**src/rtl/link_monitor.sv**
```systemverilog
// UART link supervisor: schedules heartbeat requests for the TX arbiter and runs
// a DOWN/LOCKING/UP lock-and-timeout FSM on the bytes popped from the RX FIFO.
module link_monitor #(
   parameter int         HB_PERIOD = 6_500_000,
   parameter int         TIMEOUT   = 32_500_000,
   parameter int         LOCK_CNT  = 3,
   parameter logic [7:0] HB_BYTE   = 8'hAF
) (
   input  logic       clk,
   input  logic       rst,
   input  logic       rx_pop,
   input  logic [7:0] rx_data,
   input  logic       tx_full,
   input  logic       hb_grant,
   output logic       hb_req,
   output logic [7:0] hb_data,
   output logic       link_up,
   output logic       link_lost,
   output logic [3:0] lock_level
);

   localparam int PW = $clog2(HB_PERIOD);
   localparam int WW = $clog2(TIMEOUT);
   localparam logic [PW-1:0] PERIOD_LAST = PW'(HB_PERIOD - 1);
   localparam logic [WW-1:0] WD_LAST     = WW'(TIMEOUT - 1);
   localparam logic [3:0]    LOCK_TARGET = 4'(LOCK_CNT);

   typedef enum logic [1:0] {DOWN, LOCKING, UP} state_t;

   state_t          state_q, state_d;
   logic [PW-1:0]   period_q, period_d;
   logic [WW-1:0]   wd_q, wd_d;
   logic [3:0]      level_q, level_d;
   logic            hb_req_q, hb_req_d;
   logic            link_up_q, link_up_d;
   logic            link_lost_q, link_lost_d;
   logic            is_hb, accept, period_end, wd_expired;

   assign is_hb      = rx_pop & (rx_data == HB_BYTE);
   assign accept     = hb_req_q & hb_grant & ~tx_full;
   assign period_end = (period_q == PERIOD_LAST);
   // A byte arriving in the expiry cycle always rescues the link.
   assign wd_expired = (state_q != DOWN) & (wd_q == WD_LAST) & ~rx_pop;

   always_ff @(posedge clk) begin
      if (rst) begin
         state_q     <= DOWN;
         period_q    <= '0;
         wd_q        <= '0;
         level_q     <= '0;
         hb_req_q    <= 1'b0;
         link_up_q   <= 1'b0;
         link_lost_q <= 1'b0;
      end else begin
         state_q     <= state_d;
         period_q    <= period_d;
         wd_q        <= wd_d;
         level_q     <= level_d;
         hb_req_q    <= hb_req_d;
         link_up_q   <= link_up_d;
         link_lost_q <= link_lost_d;
      end
   end

   // A fresh period expiry takes priority over a same-cycle accept, so a request is never lost.
   always_comb begin
      period_d = period_end ? '0 : period_q + PW'(1);
      hb_req_d = hb_req_q;
      if (accept)
         hb_req_d = 1'b0;
      if (period_end)
         hb_req_d = 1'b1;
      wd_d = (state_q == DOWN || rx_pop || wd_expired) ? '0 : wd_q + WW'(1);
   end

   always_comb begin
      state_d = state_q;
      level_d = level_q;
      case (state_q)
         DOWN: begin
            if (is_hb) begin
               level_d = 4'd1;
               state_d = (LOCK_TARGET == 4'd1) ? UP : LOCKING;
            end
         end
         LOCKING: begin
            if (wd_expired) begin
               state_d = DOWN;
               level_d = '0;
            end else if (is_hb) begin
               level_d = level_q + 4'd1;
               if (level_q + 4'd1 >= LOCK_TARGET)
                  state_d = UP;
            end else if (rx_pop) begin
               state_d = DOWN;
               level_d = '0;
            end
         end
         UP: begin
            if (wd_expired) begin
               state_d = DOWN;
               level_d = '0;
            end
         end
         default: begin
            state_d = DOWN;
            level_d = '0;
         end
      endcase
   end

   // link_up lags entry into UP by one edge but drops together with the exit.
   always_comb begin
      link_up_d   = (state_q == UP) && (state_d == UP);
      link_lost_d = (state_q == UP) && (state_d == DOWN);
      hb_data     = hb_req_q ? HB_BYTE : 8'h00;
   end

   assign hb_req     = hb_req_q;
   assign link_up    = link_up_q;
   assign link_lost  = link_lost_q;
   assign lock_level = level_q;

endmodule

```
**config.mk**
```make
export PLATFORM = sky130hd
export DESIGN_NAME = link_monitor
export DESIGN_NICKNAME = d
export VERILOG_FILES = /design/src/rtl/link_monitor.sv
export SDC_FILE = /design/constraint.sdc
export NUM_CORES = 1
export LEC_CHECK = 0
export ABC_CLOCK_PERIOD_IN_PS = 2770
export CORE_MARGIN = 2
export CORE_UTILIZATION = 50
export DETAILED_ROUTE_END_ITERATION = 12
export PLACE_DENSITY = 0.71
export SLEW_MARGIN = 20
export SYNTH_ARGS = -nofsm -noshare
export SYNTH_HDL_FRONTEND = slang
export SYNTH_SLANG_ARGS = --single-unit
export TNS_END_PERCENT = 100
```
**constraint.sdc**
```tcl
create_clock -name clk -period 2.77 [get_ports clk]
set_input_delay 0.554 -clock clk [delete_from_list [all_inputs] [get_ports clk]]
set_output_delay 0.554 -clock clk [all_outputs]
set_load 0.1 [all_outputs]
```
; ---- Word level (Yosys, flattened, before mapping)
; Cells that the tools add are included.
; Widths: inputs -> output; s select.
[op_classes]
bitwise = 7
reduce_logical = 11
n_lt_le_gt_ge = 1
eq_ne = 9
add_sub_neg = 3
n_mux = 16
[op_table]
columns = op, count
row1 = $add 25x1->25 const B, 1
row2 = $eq 25x25->1 const B, 1
row3 = $add 23x1->23 const B, 1
row4 = $eq 23x23->1 const B, 1
row5 = $mux 4, 5
row6 = $mux 2, 6
row7 = $pmux 4 s3, 1
row8 = $eq 8x8->1 const B, 1
row9 = $mux 8, 1
row10 = $pmux 2 s3, 1
row11 = $and 1x1->1, 5
row12 = $add 4x1->4 const B, 1
row13 = $eq 2x2->1 const B, 2
row14 = $ge 4x2->1 const B, 1
row15 = $logic_not 2->1, 2
row16 = $ne 2x2->1 const B, 2
row17 = $ne 4x4->1 const B, 1
row18 = $reduce_bool 2->1, 2
row19 = $reduce_or 2->1, 2
row20 = $reduce_and 3->1, 1
row21 = $eq 2x1->1 const B, 1
row22 = $logic_and 1x1->1, 2
row23 = $logic_or 1x1->1, 2
row24 = $mux 1, 2
row25 = $not 1->1, 2
[word_totals]
output_inout_bits = 15
register_bits = 57
wordCells = 54

; ---- Longest topological paths before layout
; Gate-level depths: netlist (run 1).
[logic_depth]
depth_word = 8
ltp_mapped = 9

; ---- Least setup slack after synthesis (run 1)
; Ideal clock, no wire load.
[synth_timing]
kind = register -> register
startpoint = register level_q[1] (netlist: lock_level[1])
endpoint = register state_q[0]
synth_period_minus_slack_ns = 2.213
stages_incl_launch_ff = 7
arrival_ns = 2.154
setup_slack_ns = 0.557
required_time_ns = 2.710
setup_time_ns = 0.060
cell_sequence = dfxtp_1 ha_1 and2_1 a21oi_1 o22a_1 o41ai_1 a41o_1
[synth_between]
elab_chain_cells = 6
[synth_lines]
columns = element, line
row1 = "start, declared", 33  ; logic [3:0] level_q, level_d;
row2 = "start signal, assigned", 58  ; level_q <= level_d;
row3 = $add 4x1->4, 92  ; if (level_q + 4'd1 >= LOCK_TARGET)
row4 = $ge 4x2->1, 92
row5 = $mux 2, 92
row6 = $mux 2, 90  ; end else if (is_hb) begin
row7 = $mux 2, 87  ; if (wd_expired) begin
row8 = $pmux 2 s3, 79  ; case (state_q)
row9 = "end signal, assigned", 55  ; state_q <= state_d;
row10 = "end, declared", 30  ; state_t state_q, state_d;
; No other way between the ends.
; A chain may end at the register's enable or synchronous reset.

; ---- Final worst setup path (run 1)
[layout_timing]
startpoint = input port rx_pop
endpoint = register wd_q[14]
[layout_between]
elab_chain_cells = 4
[layout_lines]
columns = element, line
row1 = "start, declared", 11  ; input logic rx_pop,
row2 = $not 1->1, 43  ; assign wd_expired = (state_q != DOWN) & (wd_q == WD_LAST) & ~rx_pop;
row3 = $and 1x1->1, 43
row4 = $logic_or 1x1->1 (*), 73  ; wd_d = (state_q == DOWN || rx_pop || wd_expired) ? '0 : wd_q + WW'(1);
row5 = $reduce_or 2->1 (no source line) (*), --
row6 = "end signal, assigned", 57  ; wd_q <= wd_d;
row7 = "end, declared", 32  ; logic [WW-1:0] wd_q, wd_d;
; Mark *: on every way between the ends. The rest lies on a longest branch, timed or not.

==> results.ini, run 1 <==
[status]
outcome=completed

[power_and_ir_drop]
cellPowerDensity_nw_per_um2=512
combPwrFrac_pct=3.2
clockPowerShare_pct=45.9
switching_share_pct=20.8
p_int_mw=1.28
ir_drop_mv=0.388
p_switching_mw=0.338
p_seq_share_pct=51.0
p_leak_nw=1.03

[finish]
diodes=0
final_cell_area_um2=3170
layout-area-overhead-vs-synth_pct=14.4
utilization_pct=58.2
drive_gt1_share_pct=12.0
nets=362

[place]
placed_area_um2=2980
place_congestion=0.763
io_buffers=25
dpl.hpwl_mm=3.35

[clocking]
hold_buffers=0
clk_latency_ns=0.33
clock_path_buffers=2
htree_levels=3
cts_sinks=57
postCtsSetupBuffers=0
cts_root_buf=clkbuf_8
clkTransAtPathRegs_ns=0.06
ctsResizeCount=0
cts_inserted_buffers=9
cts_tree=yes

[sta]
finalCritPeriodShare_pct=75.7
fmax_mhz=477
maxSlewViolCount=0
setup_viol=0
min_period_ns=2.10
rsz0062_at_grt=no
hold_violations=0
fin_setup_tns_ns=0
fin_skew_ns=0.00656

[floorplan]
die_w_um=78.4
core_area_um2=5440
start_util_pct=50.9
ios=28
placementRows=27
die_h_um=78.4
die-area_um2=6150

[critical_path]
required_ns=2.99
worst-setup-path-type=input pin to register
critPathSlowestCell=clkdlybuf4s50_1
worstPathArrival_ns=2.31
cp-end-kind=register
cp_cell_sequence=clkdlybuf4s50_1 > o21bai_1 > nor3_1 > and4_4 > or3_1 > buf_12 > nor2_1
start_kind=input pin
cp_max_fo=25
cp_top_family=simple AND/OR/NAND/NOR gates
cp_num_buf_inv=2
cp_slowest_stage_delay_ns=0.48

[yosys]
netlist_top_cells_count=dfxtp_1, nor2_1, xnor2_1
synth_ff_type=dfxtp_1
yosysTopAreaCell=dfxtp_1
synth_edf_count=0
synth_cell_types=42
syn_area_per_cell_um2=8.60
synthCells=322
async_flop_share_pct=0
ys_top_cells_by_area=dfxtp_1, xnor2_1, nor2_1
ys_seq_area_share_pct=41.2
yosysMostFrequentCell=dfxtp_1
synth_area_um2=2770
synth.top_cell.area_share_pct=41.2
synth_seq_cells=57
ys_warn_count=0

[global_route]
track_usage_pct=17.3
grt_pass1_vias=1991
antenna_found_initial=0
grt_first_pass_wirelength_mm=8.48
grt_max_degree=26
overflow=0

[route]
dr.first_iter.drc_count=108
drtAntennaViolNets=0
avgRoutedWirePerCell_um=11.5
drc=0
dr_total_vias=2196
drt-pass1-iter-count=4
viasPerCell=5.20
postRouteWirelength_mm=4.83

[job]
maxCapViolCount=0

[hold_path]
hp-class=register to register

## worst paths after layout
path	from	endpoint	slack, ns	cells after the start
hold reg to reg	period_q[0]$_SDFF_PP0_	period_q[0]$_SDFF_PP0_	0.45	1
hold / removal	period_q[0]$_SDFF_PP0_	period_q[0]$_SDFF_PP0_	0.45	1
setup reg to reg	wd_q[0]$_SDFF_PP0_	wd_q[14]$_SDFF_PP0_	0.76	7
setup / recovery	rx_pop	wd_q[14]$_SDFF_PP0_	0.67	7
## state kept, by name, summed over array words and instances (netlist names)
register and count:
wd_q 25, period_q 23, lock_level 4, state_q 2
hb_req 1, link_lost 1, link_up 1
## kinds of logic after synthesis
| group | Yosys count | share of synthesized area [%] |
|---|---|---|
| fa+ha+maj | 4 | 1.81 |
| compound gates | 18 | 4.07 |
| xor+xnor | 43 | 13.6 |
| simple gates | 168 | 32.3 |
| other cells | 1 | 0.135 |
| flops | 57 | 41.2 |
| buf+inv | 31 | 6.83 |
## metrics by stage
step / hold WS, ns / cells / total power [mW] / setup slack (ns)
finish: 0.454 / 422 / 1.62 / 0.673
floorplan: 0.422 / 323 / 0.875 / 0.557
global route: 0.482 / 422 / 1.68 / 0.557
CTS: 0.465 / 422 / 1.64 / 0.689
global placement: 0.436 / 406 / 0.895 / 0.449
detailed placement: 0.451 / 406 / 0.896 / 0.332
## per-layer routing
metal | vias to the layer above | wire, um | global-route usage, %
li1 | 1132 | - | -
met1 | 1013 | 2260 | 21.1
met2 | 46 | 2260 | 27.5
met3 | 5 | 239 | 6.55
met4 | 0 | 68 | 7.02
met5 | - | 0 | 0
## layout make-up
type	instances	area (um2)
Clock buffer	13	149
Clock inverter	3	40.0
Fill cell	500	2270
Inverter	14	52.6
Multi-Input combinational cell	235	1440
Sequential cell	57	1140
Tap cell	72	90.1
Timing Repair Buffer	28	253
## power by group through the flow
stage | Clock, mW | Sequential (mW) | Combinational, mW
global placement | 0 | 0.845 | 0.0503
CTS | 0.764 | 0.827 | 0.0518
floorplan | 0 | 0.844 | 0.0311
global route | 0.799 | 0.827 | 0.0560
detailed placement | 0 | 0.845 | 0.0515
finish | 0.745 | 0.827 | 0.0512
## cell usage in the layout, fill, tap and decap left out, types with 7 or more instances in the layout
cell type        instances
inv_1                   14
nor3_1                  15
xor2_1                  12
o21ai_0                  7
nand2_1                 17
xnor2_1                 31
nand4_1                 11
nor2_1                  54
and4_1                   7
clkbuf_8                10
buf_4                   15
dfxtp_1                 57
nand3_1                 20
nor2_2                   8
clkdlybuf4s50_1         12
Power figures use the tool's default switching activity.
==> inputs of run 2 (changes only) <==
--- a/config.mk
+++ b/config.mk
@@ -5,7 +5,7 @@
 export SDC_FILE = /design/constraint.sdc
 export NUM_CORES = 1
 export LEC_CHECK = 0
-export ABC_CLOCK_PERIOD_IN_PS = 2770
+export ABC_CLOCK_PERIOD_IN_PS = 2120
 export CORE_MARGIN = 2
 export CORE_UTILIZATION = 50
 export DETAILED_ROUTE_END_ITERATION = 12
==> constraint.sdc (replaced) <==
create_clock -name clk -period 2.12 [get_ports clk]
set_input_delay 0.424 -clock clk [delete_from_list [all_inputs] [get_ports clk]]
set_output_delay 0.424 -clock clk [all_outputs]
set_load 0.1 [all_outputs]
==> run 2 against run 1 <==
  * Non-clock buffer count rose by 9
  * Worst hold slack improved by 0.0070 ns
  * Routed wire length rose by 5.9%
  * Largest power group is now the clock network
==> results.ini, run 2 (synthesized netlist as in run 1, its figures left out) <==
[status]
outcome=completed

[power_and_ir_drop]
switching_share_pct=21.4  ; +0.53 points
p_int_mw=1.76  ; +37%
p_seq_share_pct=48.1  ; -2.9 points
p_switching_mw=0.479  ; +42%
cellPowerDensity_nw_per_um2=686  ; +34%
p_leak_nw=1.09  ; +5.7%
ir_drop_mv=0.451  ; +16%
combPwrFrac_pct=3.2  ; about the same
clockPowerShare_pct=48.6  ; +2.7 points

[sta]
min_period_ns=1.90
fin_skew_ns=0.00848  ; +0.00192 ns
rsz0062_at_grt=no
hold_violations=0  ; unchanged
maxSlewViolCount=0  ; unchanged
fmax_mhz=526
setup_viol=0  ; unchanged
finalCritPeriodShare_pct=89.7
fin_setup_tns_ns=0  ; unchanged

[critical_path]
startpoint=rx_pop
start_kind=input pin
cp-end-kind=register
worstPathArrival_ns=2.14  ; -0.17 ns
timing.rr.start=period_q[0]$_SDFF_PP0_
worst-setup-path-type=input pin to register
cp_max_fo=5  ; -80%
required_ns=2.36  ; -0.63 ns

[floorplan]
die-area_um2=6150  ; unchanged
die_w_um=78.4  ; unchanged
die_h_um=78.4  ; unchanged
placementRows=27  ; unchanged
start_util_pct=50.9  ; unchanged
ios=28  ; unchanged
core_area_um2=5440  ; unchanged

[clocking]
clock_path_buffers=2  ; unchanged
hold_buffers=0  ; unchanged
cts_root_buf=clkbuf_8
clkTransAtPathRegs_ns=0.06  ; about the same
htree_levels=3  ; unchanged
ctsResizeCount=0  ; unchanged
cts_tree=yes
clk_latency_ns=0.34  ; about the same
cts_sinks=57  ; unchanged
cts_inserted_buffers=9  ; unchanged
postCtsSetupBuffers=0  ; unchanged

[finish]
utilization_pct=60.1  ; +1.9 points
final_common_cell=dfxtp_1
regMostFlops=wd_q
largest_reg_flops=25  ; unchanged
layout-area-overhead-vs-synth_pct=18.2
nets=371  ; +2.5%
diodes=0  ; unchanged
fin_cells=431  ; +2.1%
layout_common_cells=dfxtp_1, nor2_1, xnor2_1
drive_gt1_share_pct=15.3  ; +3.3 points
fillers=482  ; -3.6%

[route]
dr.first_iter.drc_count=88  ; -19%
dr_total_vias=2207  ; +0.50%
drtAntennaViolNets=0  ; unchanged
postRouteWirelength_mm=5.12  ; +5.9%
drc=0  ; unchanged
avgRoutedWirePerCell_um=11.9  ; +3.6%
drt-pass1-iter-count=4  ; unchanged
viasPerCell=5.12  ; -1.6%

[place]
place_congestion=0.760  ; -0.31%
dpl.hpwl_mm=3.53  ; +5.6%
io_buffers=25  ; unchanged
dp_cells=415  ; +2.2%

[global_route]
track_usage_pct=18.8  ; +1.5 points
overflow=0  ; unchanged
grt_max_degree=26  ; unchanged
grt_first_pass_wirelength_mm=9.22  ; +8.7%
grt_pass1_vias=2044  ; +2.7%
antenna_found_initial=0  ; unchanged

[job]
maxCapViolCount=0  ; unchanged

[hold_path]
hp-class=register to register
hp-start=period_q[0]$_SDFF_PP0_

run 2: cell types whose count changed in the layout (fill, tap and decap cells not counted), sizes merged:
cell,previous run,this run
buf,16,25
bufinv,1,2
clkbuf,13,10
clkinvlp,0,1
clkinv,2,3
run 2: per-stage QoR:
step	instance area (um2)	worst slack [ns]	power (mW)	hold WS, ns
2_1_floorplan	2770	0.176	1.14	0.422
3_3_place_gp	3060	-0.0558	1.17	0.435
3_5_place_dp	3060	-0.0894	1.18	0.450
4_1_cts	3270	0.248	2.26	0.467
5_1_grt	3270	0.0239	2.32	0.493
6_report	3270	0.219	2.24	0.461
run 2: routing by layer:
metal	global-route usage (%)	wire, um	vias to the layer above
met3	5.06	162	9
li1	-	-	1156
met4	11.1	98	0
met5	0	0	-
met1	23.8	2550	1013
met2	28.9	2310	29
run 2: worst paths after layout:
path                                                 to  slack [ns]  depth (start not counted)
worst max-delay path              state_q[1]$_SDFF_PP0_        0.22                          6
worst min-delay path             period_q[0]$_SDFF_PP0_        0.46                          1
worst max register to register  period_q[22]$_SDFF_PP0_        0.26                          7
worst min register to register   period_q[0]$_SDFF_PP0_        0.46                          1
run 2: power groups by stage:
stage	clock (mW)	combinational, mW	sequential, mW
floorplan	0	0.0407	1.10
global placement	0	0.0708	1.10
detailed placement	0	0.0715	1.10
CTS	1.11	0.0731	1.08
global route	1.16	0.0787	1.08
finish	1.09	0.0725	1.08
run 2: area by class of cell:
cell class | count | area [um2] | share of cell area [%]
clock buffer | 10 | 128 | 3.90
clock inverter | 6 | 82.6 | 2.52
inverter | 14 | 52.6 | 1.61
multi-input combinational | 235 | 1440 | 44.1
sequential | 57 | 1140 | 35.0
tap | 72 | 90.1 | 2.75
timing repair buffer | 37 | 333 | 10.2
run 2: worst max-delay path, stage by stage:
cell and delay (ns):
clkdlybuf4s50_1 0.55, inv_1 0.08, or4_1 0.57, nor2_1 0.12, o21ai_0 0.13, a211oi_1 0.27
==> inputs of run 3 (changes only) <==
--- a/config.mk
+++ b/config.mk
@@ -6,6 +6,7 @@
 export NUM_CORES = 1
 export LEC_CHECK = 0
 export ABC_CLOCK_PERIOD_IN_PS = 2120
+export CORE_ASPECT_RATIO = 0.5
 export CORE_MARGIN = 2
 export CORE_UTILIZATION = 50
 export DETAILED_ROUTE_END_ITERATION = 12
==> run 3 against run 2 <==
  * Sequential cell count unchanged
  * Sequential share of layout area up 0.11 points
  * Register-to-register slack worse by 0.03 ns
  * Count of clock-buffer cells in the layout up 4
  * Design area down 0.31%
  * Clock skew down 0.0018 ns
  * Highest routed layer unchanged
  * Critical path depth up 1
  * Utilization about the same
  * Largest cell class unchanged
  * Routed wire length up 5.2%
==> results.ini, run 3 (synthesized netlist as in run 1, its figures left out) <==
[critical_path]
cp-end-kind=register
start_kind=register
worst-setup-path-type=register to register
cp_cell_sequence=ha_1 > and4_1 > nand3_1 > nor4_2 > or2_0 > buf_12 > nor2_1
r2r_end=period_q[11]$_SDFF_PP0_
reg2reg_setup_slack_ns=0.23  ; -0.03 ns
worstPathArrival_ns=2.11  ; -0.03 ns
required_ns=2.34  ; -0.02 ns
cp_top_family=simple AND/OR/NAND/NOR gates
timing.rr.start=period_q[0]$_SDFF_PP0_
cp_num_buf_inv=1  ; -1
cp_slowest_stage_delay_ns=0.36  ; -0.21 ns
r2r_cells=7  ; unchanged
critPathSlowestCell=dfxtp_1
cp_max_fo=22  ; +17

[sta]
fmax_mhz=530  ; +0.77%
rsz0062_at_grt=no
maxSlewViolCount=0  ; unchanged
finalCritPeriodShare_pct=89.0  ; -0.69 points
fin_skew_ns=0.00672  ; -0.00177 ns
min_period_ns=1.89  ; -0.0146 ns
hold_violations=0  ; unchanged
setup_viol=0  ; unchanged

[route]
drc=0  ; unchanged
postRouteWirelength_mm=5.38  ; +5.2%
dr_total_vias=2263  ; +2.5%
avgRoutedWirePerCell_um=12.5  ; +4.9%
drtAntennaViolNets=0  ; unchanged
dr.first_iter.drc_count=90  ; +2.3%
viasPerCell=5.24  ; +2.3%
drt-pass1-iter-count=4  ; unchanged

[global_route]
overflow=0  ; unchanged
top_usage_layer=met2
grt_pass1_vias=2189  ; +7.1%
met2_usage_pct=34.3  ; +5.4 points
grt_first_pass_wirelength_mm=9.11  ; -1.1%
met3_usage_pct=6.16  ; +1.1 points
antenna_found_initial=0  ; unchanged
grt_max_degree=26  ; unchanged
track_usage_pct=18.9  ; +0.080 points
grtUsageMet1_pct=20.4  ; -3.4 points

[power_and_ir_drop]
p_switching_mw=0.450  ; -6.1%
p_seq_share_pct=51.2  ; +3.1 points
combPwrFrac_pct=3.5  ; +0.3 points
ir_drop_mv=0.363  ; -20%
cellPowerDensity_nw_per_um2=647  ; -5.7%
p_int_mw=1.66  ; -6.0%
clockPowerShare_pct=45.3  ; -3.3 points
switching_share_pct=21.3  ; -0.031 points
p_leak_nw=1.08  ; -0.38%

[job]
maxCapViolCount=0  ; unchanged

[place]
placed_area_um2=3060  ; about the same
place_congestion=0.880  ; +16%
dp_cells=416  ; +0.24%
io_buffers=25  ; unchanged
dpl.hpwl_mm=3.81  ; +7.8%

[clocking]
clk_latency_ns=0.33  ; about the same
postCtsSetupBuffers=0  ; unchanged
clock_path_buffers=2  ; unchanged
cts_tree=yes
cts_sinks=57  ; unchanged
cts_inserted_buffers=9  ; unchanged
cts_root_buf=clkbuf_8
clkTransAtPathRegs_ns=0.06  ; about the same
htree_levels=3  ; unchanged

[floorplan]
die_h_um=56.6  ; -28%
placementRows=19  ; -30%
ios=28  ; unchanged
die-area_um2=6180  ; +0.59%
core_area_um2=5420  ; -0.35%
start_util_pct=51.1  ; +0.18 points
die_w_um=109  ; +39%

[hold_path]
hp-start=period_q[0]$_SDFF_PP0_
whs_path_depth=1  ; unchanged
hp-class=register to register
hold_end=period_q[0]$_SDFF_PP0_

[finish]
layout-area-overhead-vs-synth_pct=17.8
final_cell_area_um2=3260  ; -0.31%
diodes=0  ; unchanged
final_common_cell=dfxtp_1
fin_cells=432  ; +0.23%
regMostFlops=wd_q
layout_common_cells=dfxtp_1, nor2_1, xnor2_1
drive_gt1_share_pct=15.6  ; +0.28 points
utilization_pct=60.2  ; about the same
nets=371  ; unchanged
largest_reg_flops=25  ; unchanged

[status]
outcome=completed

[run 3: final cells by class]
type	instances	area [um2]
Tap cell	73	91.3
Inverter	14	52.6
Clock buffer	14	183
Multi-Input combinational cell	235	1450
Clock inverter	2	10.0
Sequential cell	57	1140
Timing Repair Buffer	37	333
Fill cell	494	2160
[run 3: power by group through the flow]
stage	sequential (mW)	combinational [mW]	clock (mW)
3_3_place_gp	1.10	0.0713	0
2_1_floorplan	1.10	0.0407	0
3_5_place_dp	1.10	0.0731	0
5_1_grt	1.08	0.0796	1.03
6_report	1.08	0.0729	0.956
4_1_cts	1.08	0.0735	0.976
[run 3: per-stage QoR]
step                TNS [ns]  setup WS, ns  hold WS (ns)  total power [mW]
CTS                        0         0.134         0.462              2.13
finish                     0         0.233         0.455              2.11
floorplan                  0         0.176         0.422              1.14
detailed placement    -0.390       -0.0362         0.449              1.18
global route               0        0.0537         0.492              2.19
global placement           0       0.00437         0.435              1.17
[run 3: repair_timing]
action / 4_1_cts / 5_1_grt
endpoints found under the hold margin: 0 / 0
setup endpoints to repair: 0 / 22
resized for setup: 0 / 1
hold buffers: 0 / 0
[run 3: layer usage]
layer | up-vias | part of all wire [%] | wire [um]
met2 | 32 | 51 | 2740
li1 | 1158 | - | -
met3 | 4 | 3.8 | 202
met1 | 1069 | 45 | 2410
met4 | 0 | 0.50 | 27
met5 | - | 0 | 0
[run 3: worst max-delay path by stage]
stage	start	to	slack [ns]	cells after the start
5_1_grt	period_q[0]$_SDFF_PP0_	period_q[10]$_SDFF_PP0_	0.05	7
6_report	period_q[0]$_SDFF_PP0_	period_q[11]$_SDFF_PP0_	0.23	7
4_1_cts	period_q[0]$_SDFF_PP0_	period_q[11]$_SDFF_PP0_	0.13	7
3_5_place_dp	rx_pop	lock_level[1]$_SDFFE_PP0P_	-0.04	7
3_3_place_gp	rx_pop	lock_level[1]$_SDFFE_PP0P_	0.004	7
2_1_floorplan	lock_level[2]$_SDFFE_PP0P_	state_q[0]$_SDFF_PP0_	0.18	5
